--- src/rtl/countdown_ctrl.sv ---
// Two-digit BCD countdown timer controller.
// Counts down on 1 Hz ticks, supports digit editing, pause/resume and a timed alarm.
// All outputs come straight from flops, so any input pulse shows up one clock later.
module countdown_ctrl #(
    parameter int unsigned PRESET_H   = 6,
    parameter int unsigned PRESET_L   = 0,
    parameter int unsigned BEEP_TICKS = 3
) (
    input  logic       clock,
    input  logic       reset,
    input  logic       tick,
    input  logic       start,
    input  logic       set,
    input  logic       inc,
    output logic [3:0] TimeH,
    output logic [3:0] TimeL,
    output logic       beep,
    output logic       sel,
    output logic [2:0] state
);

    typedef enum logic [2:0] {
        ST_IDLE  = 3'd0,
        ST_SET   = 3'd1,
        ST_RUN   = 3'd2,
        ST_PAUSE = 3'd3,
        ST_ALARM = 3'd4
    } state_e;

    localparam logic [3:0] PRE_H    = 4'(PRESET_H);
    localparam logic [3:0] PRE_L    = 4'(PRESET_L);
    localparam logic [3:0] BEEP_CNT = 4'(BEEP_TICKS);

    state_e     state_q,    state_d;
    logic [3:0] time_h_q,   time_h_d;
    logic [3:0] time_l_q,   time_l_d;
    logic       sel_q,      sel_d;
    logic       beep_q,     beep_d;
    logic [3:0] beep_cnt_q, beep_cnt_d;

    logic [3:0] dec_h_s;
    logic [3:0] dec_l_s;
    logic       dec_zero_s;

    // Single BCD digit increment with 9 wrapping to 0 (no carry out).
    function automatic logic [3:0] bcd_inc(input logic [3:0] d);
        logic [3:0] r;
        if (d >= 4'd9) begin
            r = 4'd0;
        end else begin
            r = d + 4'd1;
        end
        return r;
    endfunction

    // Precompute the two-digit BCD decrement and whether it lands on 00.
    always_comb begin
        dec_h_s = time_h_q;
        dec_l_s = time_l_q;
        if (time_l_q != 4'd0) begin
            dec_l_s = time_l_q - 4'd1;
        end else begin
            dec_l_s = 4'd9;
            dec_h_s = time_h_q - 4'd1;
        end
        dec_zero_s = (dec_h_s == 4'd0) && (dec_l_s == 4'd0);
    end

    // Next-state and next-output logic for the timer FSM.
    always_comb begin
        state_d    = state_q;
        time_h_d   = time_h_q;
        time_l_d   = time_l_q;
        sel_d      = sel_q;
        beep_cnt_d = beep_cnt_q;
        case (state_q)
            ST_IDLE: begin
                // A zero time cannot be run; start is then a no-op.
                if (start && ((time_h_q != 4'd0) || (time_l_q != 4'd0))) begin
                    state_d = ST_RUN;
                end else if (set) begin
                    state_d = ST_SET;
                    sel_d   = 1'b0;
                end else begin
                    state_d = ST_IDLE;
                end
            end
            ST_SET: begin
                // Increment acts on the digit selected before this cycle's set.
                if (inc) begin
                    if (sel_q) begin
                        time_h_d = bcd_inc(time_h_q);
                    end else begin
                        time_l_d = bcd_inc(time_l_q);
                    end
                end else begin
                    time_h_d = time_h_q;
                end
                if (set) begin
                    if (!sel_q) begin
                        sel_d = 1'b1;
                    end else begin
                        state_d = ST_IDLE;
                        sel_d   = 1'b0;
                    end
                end else begin
                    sel_d = sel_q;
                end
            end
            ST_RUN: begin
                // Reaching 00 on a tick beats a simultaneous pause request.
                if (tick) begin
                    time_h_d = dec_h_s;
                    time_l_d = dec_l_s;
                    if (dec_zero_s) begin
                        state_d    = ST_ALARM;
                        beep_cnt_d = BEEP_CNT;
                    end else if (start) begin
                        state_d = ST_PAUSE;
                    end else begin
                        state_d = ST_RUN;
                    end
                end else if (start) begin
                    state_d = ST_PAUSE;
                end else begin
                    state_d = ST_RUN;
                end
            end
            ST_PAUSE: begin
                // Abort takes priority over resume.
                if (set) begin
                    state_d  = ST_IDLE;
                    time_h_d = PRE_H;
                    time_l_d = PRE_L;
                end else if (start) begin
                    state_d = ST_RUN;
                end else begin
                    state_d = ST_PAUSE;
                end
            end
            ST_ALARM: begin
                if (start || set) begin
                    state_d    = ST_IDLE;
                    time_h_d   = PRE_H;
                    time_l_d   = PRE_L;
                    beep_cnt_d = 4'd0;
                end else if (tick) begin
                    beep_cnt_d = beep_cnt_q - 4'd1;
                    if (beep_cnt_q == 4'd1) begin
                        state_d  = ST_IDLE;
                        time_h_d = PRE_H;
                        time_l_d = PRE_L;
                    end else begin
                        state_d = ST_ALARM;
                    end
                end else begin
                    state_d = ST_ALARM;
                end
            end
            default: begin
                // Illegal encodings recover to a clean idle state.
                state_d    = ST_IDLE;
                time_h_d   = PRE_H;
                time_l_d   = PRE_L;
                sel_d      = 1'b0;
                beep_cnt_d = 4'd0;
            end
        endcase
        beep_d = (state_d == ST_ALARM);
    end

    // State and output registers with synchronous reset.
    always_ff @(posedge clock) begin
        if (reset) begin
            state_q    <= ST_IDLE;
            time_h_q   <= PRE_H;
            time_l_q   <= PRE_L;
            sel_q      <= 1'b0;
            beep_q     <= 1'b0;
            beep_cnt_q <= 4'd0;
        end else begin
            state_q    <= state_d;
            time_h_q   <= time_h_d;
            time_l_q   <= time_l_d;
            sel_q      <= sel_d;
            beep_q     <= beep_d;
            beep_cnt_q <= beep_cnt_d;
        end
    end

    assign TimeH = time_h_q;
    assign TimeL = time_l_q;
    assign beep  = beep_q;
    assign sel   = sel_q;
    assign state = state_q;

endmodule
--- config.mk ---
export PLATFORM = sky130hd
export DESIGN_NAME = countdown_ctrl
export DESIGN_NICKNAME = d
export VERILOG_FILES = /design/src/rtl/countdown_ctrl.sv
export SDC_FILE = /design/constraint.sdc
export NUM_CORES = 1
export LEC_CHECK = 0
export ABC_CLOCK_PERIOD_IN_PS = 3100
export CAP_MARGIN = 20
export CORE_MARGIN = 4
export CORE_UTILIZATION = 53
export DETAILED_ROUTE_END_ITERATION = 8
export PLACE_DENSITY = 0.85
export SLEW_MARGIN = 20
export SYNTH_ARGS = -nofsm -noshare
export SYNTH_HDL_FRONTEND = slang
export SYNTH_SLANG_ARGS = --single-unit
--- constraint.sdc ---
create_clock -name clock -period 3.1 [get_ports clock]
set_input_delay 0.31 -clock clock [delete_from_list [all_inputs] [get_ports clock]]
set_output_delay 0.31 -clock clock [all_outputs]
set_load 0.005 [all_outputs]
# Word-level counts from Yosys, hierarchy flattened
# Cells that the tools add are included.
# word_totals
ff_bits	17
output_inout_bits	13
word_cells	91
# classes
order_cmp	2
reduce_logical	15
add_sub_neg	5
n_eq_ne	17
n_bitwise	3
muxes	43
# ops
operator	count
two-way mux 4 bit	22
one-hot mux 4 bit (5 select lines)	2
two-way mux 3 bit	7
!= test 2 bit (second input constant)	9
one-hot mux 3 bit (5 select lines)	1
AND reduction 7 bit	2
one-hot mux 4 bit (3 select lines)	1
subtractor 4 x 1 -> 4 bit (second input constant)	3
adder 4 x 1 -> 4 bit (second input constant)	2
greater-or-equal comparator 4 bit (second input constant)	2
zero test 4 bit	2
AND reduction 4 bit	2
nonzero test 4 bit	2
two-way mux 1 bit	7
== test 3 x 2 -> 1 bit (second input constant)	2
== test 3 bit (second input constant)	2
!= test 3 bit (second input constant)	2
OR reduction 3 bit	2
== test 4 x 1 -> 1 bit (second input constant)	1
two-way mux 2 bit	2
== test 3 x 1 -> 1 bit (second input constant)	1
zero test 3 bit	1
inverter 1 bit	3
one-hot mux 1 bit (3 select lines)	1
other kinds (2)	4

# Logic depth before layout (Yosys ltp)
# Gate-level depths: netlist of run 1.
# logic_depth
ltp_word	8
ltp_mapped	8
mapped_depth_nobuf	7

# Worst setup path before layout of run 1
# OpenSTA, ideal clock, no wires.
# synth_path
path_kind	register to register
start	reg time_l_q[1] (netlist: TimeL[1])
end	reg beep_cnt_q[2]
stages_incl_launch_ff	9
setup_ns	0.132
path_buffers	1
path_slack_ns	0.907
arrival_ns	2.061
path_cell_list	dfxtp_1 inv_1 ha_1 buf_4 or3b_4 or3_4 a211oi_4 a31o_2 o32ai_1
# synth_between
elab_chain_len	6
word_cells_on_any_way	9
# synth_lines
item	line_no	source
start: declaration	36	logic [3:0] time_l_q, time_l_d;
start signal: assignment	184	time_l_q <= time_l_d;
subtractor 4 x 1 -> 4 bit / nonzero test 4 bit (equally long branches)	61, 60	
two-way mux 4 bit	60	if (time_l_q != 4'd0) begin
zero test 4 bit	66	dec_zero_s = (dec_h_s == 4'd0) && (dec_l_s == 4'd0);
logical AND 1 bit (*)	66	
!= test 2 bit (no source line) (*)	--	
AND reduction 4 bit (no source line) (*)	--	
end signal: assignment	187	beep_cnt_q <= beep_cnt_d;
end: declaration	39	logic [3:0] beep_cnt_q, beep_cnt_d;
# Every way passes the cells marked *; elsewhere a longest branch is shown, timed or not.
# A chain may end at the register's enable or synchronous reset.

# Final worst setup path of run 1
# layout_path
start	reg time_l_q[1] (netlist: TimeL[1])
end	reg beep_cnt_q[1]
# The elaborated chain is that of the path after synthesis.

==> results of run 1 <==
==> metal layers <==
layer | GRT usage [%] | vias up | routed length, um
met2 | 34.32 | 36 | 1618
li1 | - | 704 | -
met1 | 30.28 | 645 | 1619
met3 | 3.050 | 4 | 178
met5 | 0 | - | 0
met4 | 3.481 | 0 | 34
==> worst min path at each step <==
stage | startpoint | endpoint | slack, ns | cells past startpoint
finish | beep_cnt_q[2]$_SDFFE_PP0P_ | beep_cnt_q[2]$_SDFFE_PP0P_ | 0.53 | 2
detailed placement | beep_cnt_q[2]$_SDFFE_PP0P_ | beep_cnt_q[2]$_SDFFE_PP0P_ | 0.52 | 2
floorplan | reset | beep_cnt_q[3]$_SDFFE_PP0P_ | 0.43 | 1
global route | beep_cnt_q[2]$_SDFFE_PP0P_ | beep_cnt_q[2]$_SDFFE_PP0P_ | 0.57 | 2
CTS | beep_cnt_q[2]$_SDFFE_PP0P_ | beep_cnt_q[2]$_SDFFE_PP0P_ | 0.53 | 2
global placement | beep_cnt_q[2]$_SDFFE_PP0P_ | beep_cnt_q[2]$_SDFFE_PP0P_ | 0.49 | 2
==> cells in the mapped netlist (4+ instances only) <==
master     n
nand3_1    4
o21a_1     4
o21ai_0    8
clkbuf_1   8
dfxtp_1   17
a21oi_1   14
a311oi_1   4
ha_1      10
inv_1     13
nand2_1   21
a211oi_1   4
nor2_1    12
nor3b_1    6
==> cells by family (layout without fill, tap and decap cells) <==
family / Yosys count / after routing / synth area share, %
buffers and inverters: 23 / 36 / 6.472
multiplexers: 3 / 3 / 2.216
flip-flops: 17 / 17 / 24.11
AND/OR/NAND/NOR: 68 / 68 / 26.33
AO/OA/AOI/OAI: 60 / 60 / 30.76
adder cells (fa/ha/maj): 10 / 10 / 8.865
XOR/XNOR: 2 / 2 / 1.241
==> stage by stage <==
stage               utilization [%]  power, uW  hold WS [ns]  std cells
floorplan                         -      411.6        0.4282        183
global placement              63.76      471.8        0.4884        222
detailed placement            63.76      478.6        0.5180        222
CTS                           64.86      598.6        0.5337        226
global route                  64.86      642.6        0.5707        226
finish                        64.86      599.5        0.5285        226
==> critical path: cells and delay by family, from the launching register on <==
| family | cells | cell delay (ns) |
|---|---|---|
| AOI/OAI and AO/OA | 3 | 0.63 |
| adders and majority gates | 1 | 0.32 |
| buffers and inverters | 1 | 0.14 |
| DFF | 1 | 0.38 |
| and+or+nand+nor | 2 | 0.86 |
==> power breakdown <==
group,internal (uW),switching (uW)
registers,232,33.4
clock network,47.8,73.2
logic,98.9,114
==> registers in the layout (all words and copies together) (netlist names) <==
register	flops
sel	1
beep	1
TimeH	4
TimeL	4
beep_cnt_q	4
state	3
==> area by class of cell <==
class	count	share of cell area, %
multi-input cells	143	60.42
flip-flops and latches	17	20.99
repair buffers	19	11.57
inverters	13	3.009
well taps	30	2.315
clock buffers	3	1.389
clock inverters	1	0.3086
==> results.yml, run 1 <==
final_layout:
  nFillCells: 220
  most-common-layout-cells: "nand2_1, clkdlybuf4s50_1, dfxtp_1"
  area_delta_synth_final_pct: 14.89
  final_area_um2: 1622
  drive_gt1_share_pct: 6.633
  multiInputGateArea_um2: 979.7
  finalNetCount: 213
  final_common_cell: "nand2_1"
  seqCellArea_um2: 340.3
  diodes: 0
floorplan:
  die_y_um: 59.61
  start_util_pct: 56.46
  die_w_um: 59.61
  die_area_um2: 3553
  core_area_um2: 2500
  top_level_ports: 19
  core.rowCount: 18
cts:
  cts_hold_buffers: 0
  cts.sinks: 17
  cts_tree: "built"
  cts.path.max_buffers: 2
  cts_htree_levels: 1
  cts_setup_buffers: 0
  root_buffer: "clkbuf_4"
  cts_made_buffers: 3
  cts-resized-gates: 0
  clkTransAtPathRegs_ns: 0.11
  clk_latency_ns: 0.28
drt:
  drt_iter0_drc: 77
  route.detailed.drc: 0
  antenna_left: 0
  dr.pass1.iters: 4
  wl_per_cell_um: 15.27
  wl_um: 3450
  vias: 1389
  via_per_inst: 6.146
setup_path:
  path_cells: "inv_1 > ha_1 > or3b_4 > or3_4 > a211oi_4 > a311oi_1 > a211oi_1"
  max_stage_delay_ns: 0.46
  cp-end-kind: "flop"
  cp-startpoint: "TimeL[1]$_SDFFE_PP0P_"
  path_class: "flop to flop"
  start_kind: "flop"
  crit_end: "beep_cnt_q[1]$_SDFFE_PP0P_"
  cp.arrival_ns: 2.62
  timing.rr.start: "TimeL[1]$_SDFFE_PP0P_"
  cp_slowest_cell: "or3b_4"
  required_ns: 3.30
  path_max_fanout: 10
  r2r-end: "beep_cnt_q[1]$_SDFFE_PP0P_"
  reg2reg_depth: 7
  regToRegSetupSlack_ns: 0.67
sta:
  fin_crit_ns: 2.429
  slew_viol_final: 0
  skew_ns: 0.001042
  fin_crit_sh_pct: 78.35
  setup_viol: 0
  relSlewSlack_pct: 59.35
  hold_violations: 0
  setup_ws_ns: 0.6711
  clock.fmax_ghz: 0.4117
  setup_tns_ns: 0
  rsz0062_at_grt: "no"
  worst-slew-pin-transition_ns: 0.6084
hold_path:
  hp-class: "flop to flop"
logic_synthesis:
  ys_warn_count: 0
  synth-main-ff-cell: "dfxtp_1"
  ys_ff_latch: 17
  synthCells: 183
  syn_area_um2: 1411
  netlist.top_cell.by_area: "dfxtp_1"
  syn_avg_cell_area_um2: 7.712
  synth_edf_count: 0
  yosysTopAreaCellShare_pct: 24.11
  synthTopCellsByArea: "dfxtp_1, ha_1, nand2_1, a21oi_1, inv_1"
  async_flop_share_pct: 0
  ys_types: 51
  ys_seq_area_share_pct: 24.11
  synthesis.nets: 199
placement:
  dpl-instance-area_um2: 1594
  hpwlAfterDp_um: 2562
  place_ws_ns: 0.6534
  gp_congestion: 0.8771
  io_buffers: 18
global_route:
  grt-ovfl-total: 0
  grt_util_all_layers_pct: 21.23
  grt_pass1_wl_um: 5927
  grt_start_max_net_pins: 17
  antenna_found_initial: 0
  grt_pass1_vias: 1302
job:
  drv_cap: 0
power:
  power_density_nw_per_um2: 369.7
  ir_worst_vdd_uv: 252.9
  p_leak_uw: 0.0006031
run_status:
  outcome: "finished, final reports clean"
(Power assumes the default switching activity.)
==> run 2, diff against run 1 <==
--- a/config.mk
+++ b/config.mk
@@ -5,12 +5,12 @@
 export SDC_FILE = /design/constraint.sdc
 export NUM_CORES = 1
 export LEC_CHECK = 0
-export ABC_CLOCK_PERIOD_IN_PS = 3100
+export ABC_CLOCK_PERIOD_IN_PS = 2200
 export CAP_MARGIN = 20
 export CORE_MARGIN = 4
-export CORE_UTILIZATION = 53
+export CORE_UTILIZATION = 49
 export DETAILED_ROUTE_END_ITERATION = 8
-export PLACE_DENSITY = 0.85
+export PLACE_DENSITY = 0.83
 export SLEW_MARGIN = 20
 export SYNTH_ARGS = -nofsm -noshare
 export SYNTH_HDL_FRONTEND = slang
==> constraint.sdc (replaced) <==
create_clock -name clock -period 2.2 [get_ports clock]
set_input_delay 0.22 -clock clock [delete_from_list [all_inputs] [get_ports clock]]
set_output_delay 0.22 -clock clock [all_outputs]
set_load 0.005 [all_outputs]
==> run 2 against run 1 <==
Maximum frequency increased by 14%. Sequential share of layout area decreased by 2.3 points. Critical path type unchanged. First-iteration DRC count increased by 45%. Clock power increased by 46%. Global-route usage increased by 0.55 points. Final cell count increased by 9.7%. Wire length increased by 14%. Largest power group is now combinational logic.
==> results.yml, run 2 (synthesis gave the netlist of run 1 again) <==
final_layout:
  most-common-layout-cells: "buf_4, nand2_1, clkdlybuf4s50_1"
  diodes: 0
  area_delta_synth_final_pct: 29.43
  nFillCells: 235
  drive_gt1_share_pct: 19.35
  final_common_cell: "buf_4"
  seqCellArea_um2: 341.6
  final_util_pct: 66.24
  finalNetCount: 234
  multiInputGateArea_um2: 1025
power:
  swShare_pct: 36.63
  clockPowerShare_pct: 18.9
  p_total_uw: 933.2
  seq_power_share_pct: 37.2
  power.internal_uw: 591.3
  combPwrFrac_pct: 43.9
  power_density_nw_per_um2: 510.9
  ir_worst_vdd_uv: 427.5
  power_switching_uw: 341.9
  p_leak_uw: 0.0007153
setup_path:
  path_max_fanout: 5
  required_ns: 2.45
  cp.arrival_ns: 2.38
  cp-end-kind: "flop"
  start_kind: "flop"
  path_class: "flop to flop"
global_route:
  use_met2_pct: 39.46
  grt_pass1_wl_um: 6320
  antenna_found_initial: 0
  grt_pass1_vias: 1472
  grt_start_max_net_pins: 16
  grt_util_all_layers_pct: 21.78
  busiest_layer: "met2"
  grt_util_met1_pct: 26.51
  grt-ovfl-total: 0
  grt_use_met3_pct: 3.774
drt:
  drt_iter0_drc: 112
  dr.pass1.iters: 4
  wl_um: 3931
  wl_per_cell_um: 15.85
  vias: 1532
  via_per_inst: 6.177
  route.detailed.drc: 0
  antenna_left: 0
sta:
  skew_ns: 0.01215
  worst-slew-pin-transition_ns: 0.4302
  setup_tns_ns: 0
  hold_violations: 0
  fin_crit_sh_pct: 97.03
  setup_viol: 0
  rsz0062_at_grt: "yes"
  fin_crit_ns: 2.135
  relSlewSlack_pct: 71.02
  slew_viol_final: 0
  clock.fmax_ghz: 0.4685
cts:
  cts_htree_levels: 1
  cts_made_buffers: 3
  clk_latency_ns: 0.30
  cts_hold_buffers: 0
  cts.sinks: 17
  cts_tree: "built"
  cts.path.max_buffers: 2
  clkTransAtPathRegs_ns: 0.12
  root_buffer: "clkbuf_4"
floorplan:
  core.rowCount: 19
  die_y_um: 61.67
  die_w_um: 61.67
  start_util_pct: 51.18
  die_area_um2: 3803
  top_level_ports: 19
  core_area_um2: 2758
hold_path:
  hp-class: "flop to flop"
job:
  drv_cap: 0
placement:
  gp_congestion: 0.8947
  io_buffers: 18
  hpwlAfterDp_um: 2899
run_status:
  outcome: "finished, final reports clean"
-- run 2: stage by stage --
step / hold slack [ns] / cell area (um2) / setup WS, ns / instances
after global routing: 0.5810 / 1827 / -0.02406 / 248
after floorplan: 0.3382 / 1411 / 0.007001 / 183
final: 0.5477 / 1827 / 0.06543 / 248
after CTS: 0.5346 / 1765 / 0.07692 / 246
after detailed placement: 0.5183 / 1738 / -0.03049 / 242
after global placement: 0.4799 / 1738 / 0.03415 / 242
-- run 2: worst paths after layout --
kind	start	end	slack (ns)	cells after the start
worst min register to register	beep_cnt_q[2]$_SDFFE_PP0P_	beep_cnt_q[2]$_SDFFE_PP0P_	0.55	2
worst max-delay path	TimeL[1]$_SDFFE_PP0P_	state[2]$_SDFF_PP0_	0.07	7
worst min-delay path	beep_cnt_q[2]$_SDFFE_PP0P_	beep_cnt_q[2]$_SDFFE_PP0P_	0.55	2
worst max register to register	TimeL[1]$_SDFFE_PP0P_	state[2]$_SDFF_PP0_	0.07	7
-- run 2: what timing repair did --
item                                    CTS  global route
buffers inserted                          0             2
endpoints found under the hold margin     0             0
gates resized for setup                   0            10
endpoints found under the setup margin    0             6
-- run 2: cell type report --
type | count | area share (%)
inverter | 13 | 2.671
tap | 31 | 2.123
timing repair buffer | 40 | 18.90
clock buffer | 3 | 1.233
clock inverter | 1 | 0.2740
multi-input combinational | 143 | 56.10
sequential | 17 | 18.70
-- run 2: layer usage --
| metal | part of all wire (%) | routed length (um) |
|---|---|---|
| met5 | 0 | 0 |
| met4 | 1.6 | 63 |
| met3 | 4.7 | 186 |
| met2 | 50 | 1975 |
| met1 | 43 | 1705 |
-- run 2: power groups by stage --
stage | sequential [uW] | clock, uW | combinational [uW]
final | 347 | 177 | 409
after global routing | 350 | 199 | 451
after CTS | 345 | 181 | 382
after detailed placement | 352 | 0 | 379
after global placement | 351 | 0 | 365
after floorplan | 359 | 0 | 221
-- run 2: critical path, cell delays in order (launching register included) --
cell,delay (ns)
dfxtp_2,0.35
inv_2,0.07
ha_4,0.13
or3b_4,0.40
or3_4,0.42
a211oi_4,0.32
and4_1,0.26
o21a_1,0.13
==> run 3, diff against run 2 <==
--- a/config.mk
+++ b/config.mk
@@ -10,6 +10,7 @@
 export CORE_MARGIN = 4
 export CORE_UTILIZATION = 49
 export DETAILED_ROUTE_END_ITERATION = 8
+export HOLD_SLACK_MARGIN = 0.05
 export PLACE_DENSITY = 0.83
 export SLEW_MARGIN = 20
 export SYNTH_ARGS = -nofsm -noshare
==> results of run 3 <==
The final DEF is identical to that of run 2; final timing and power are the same.
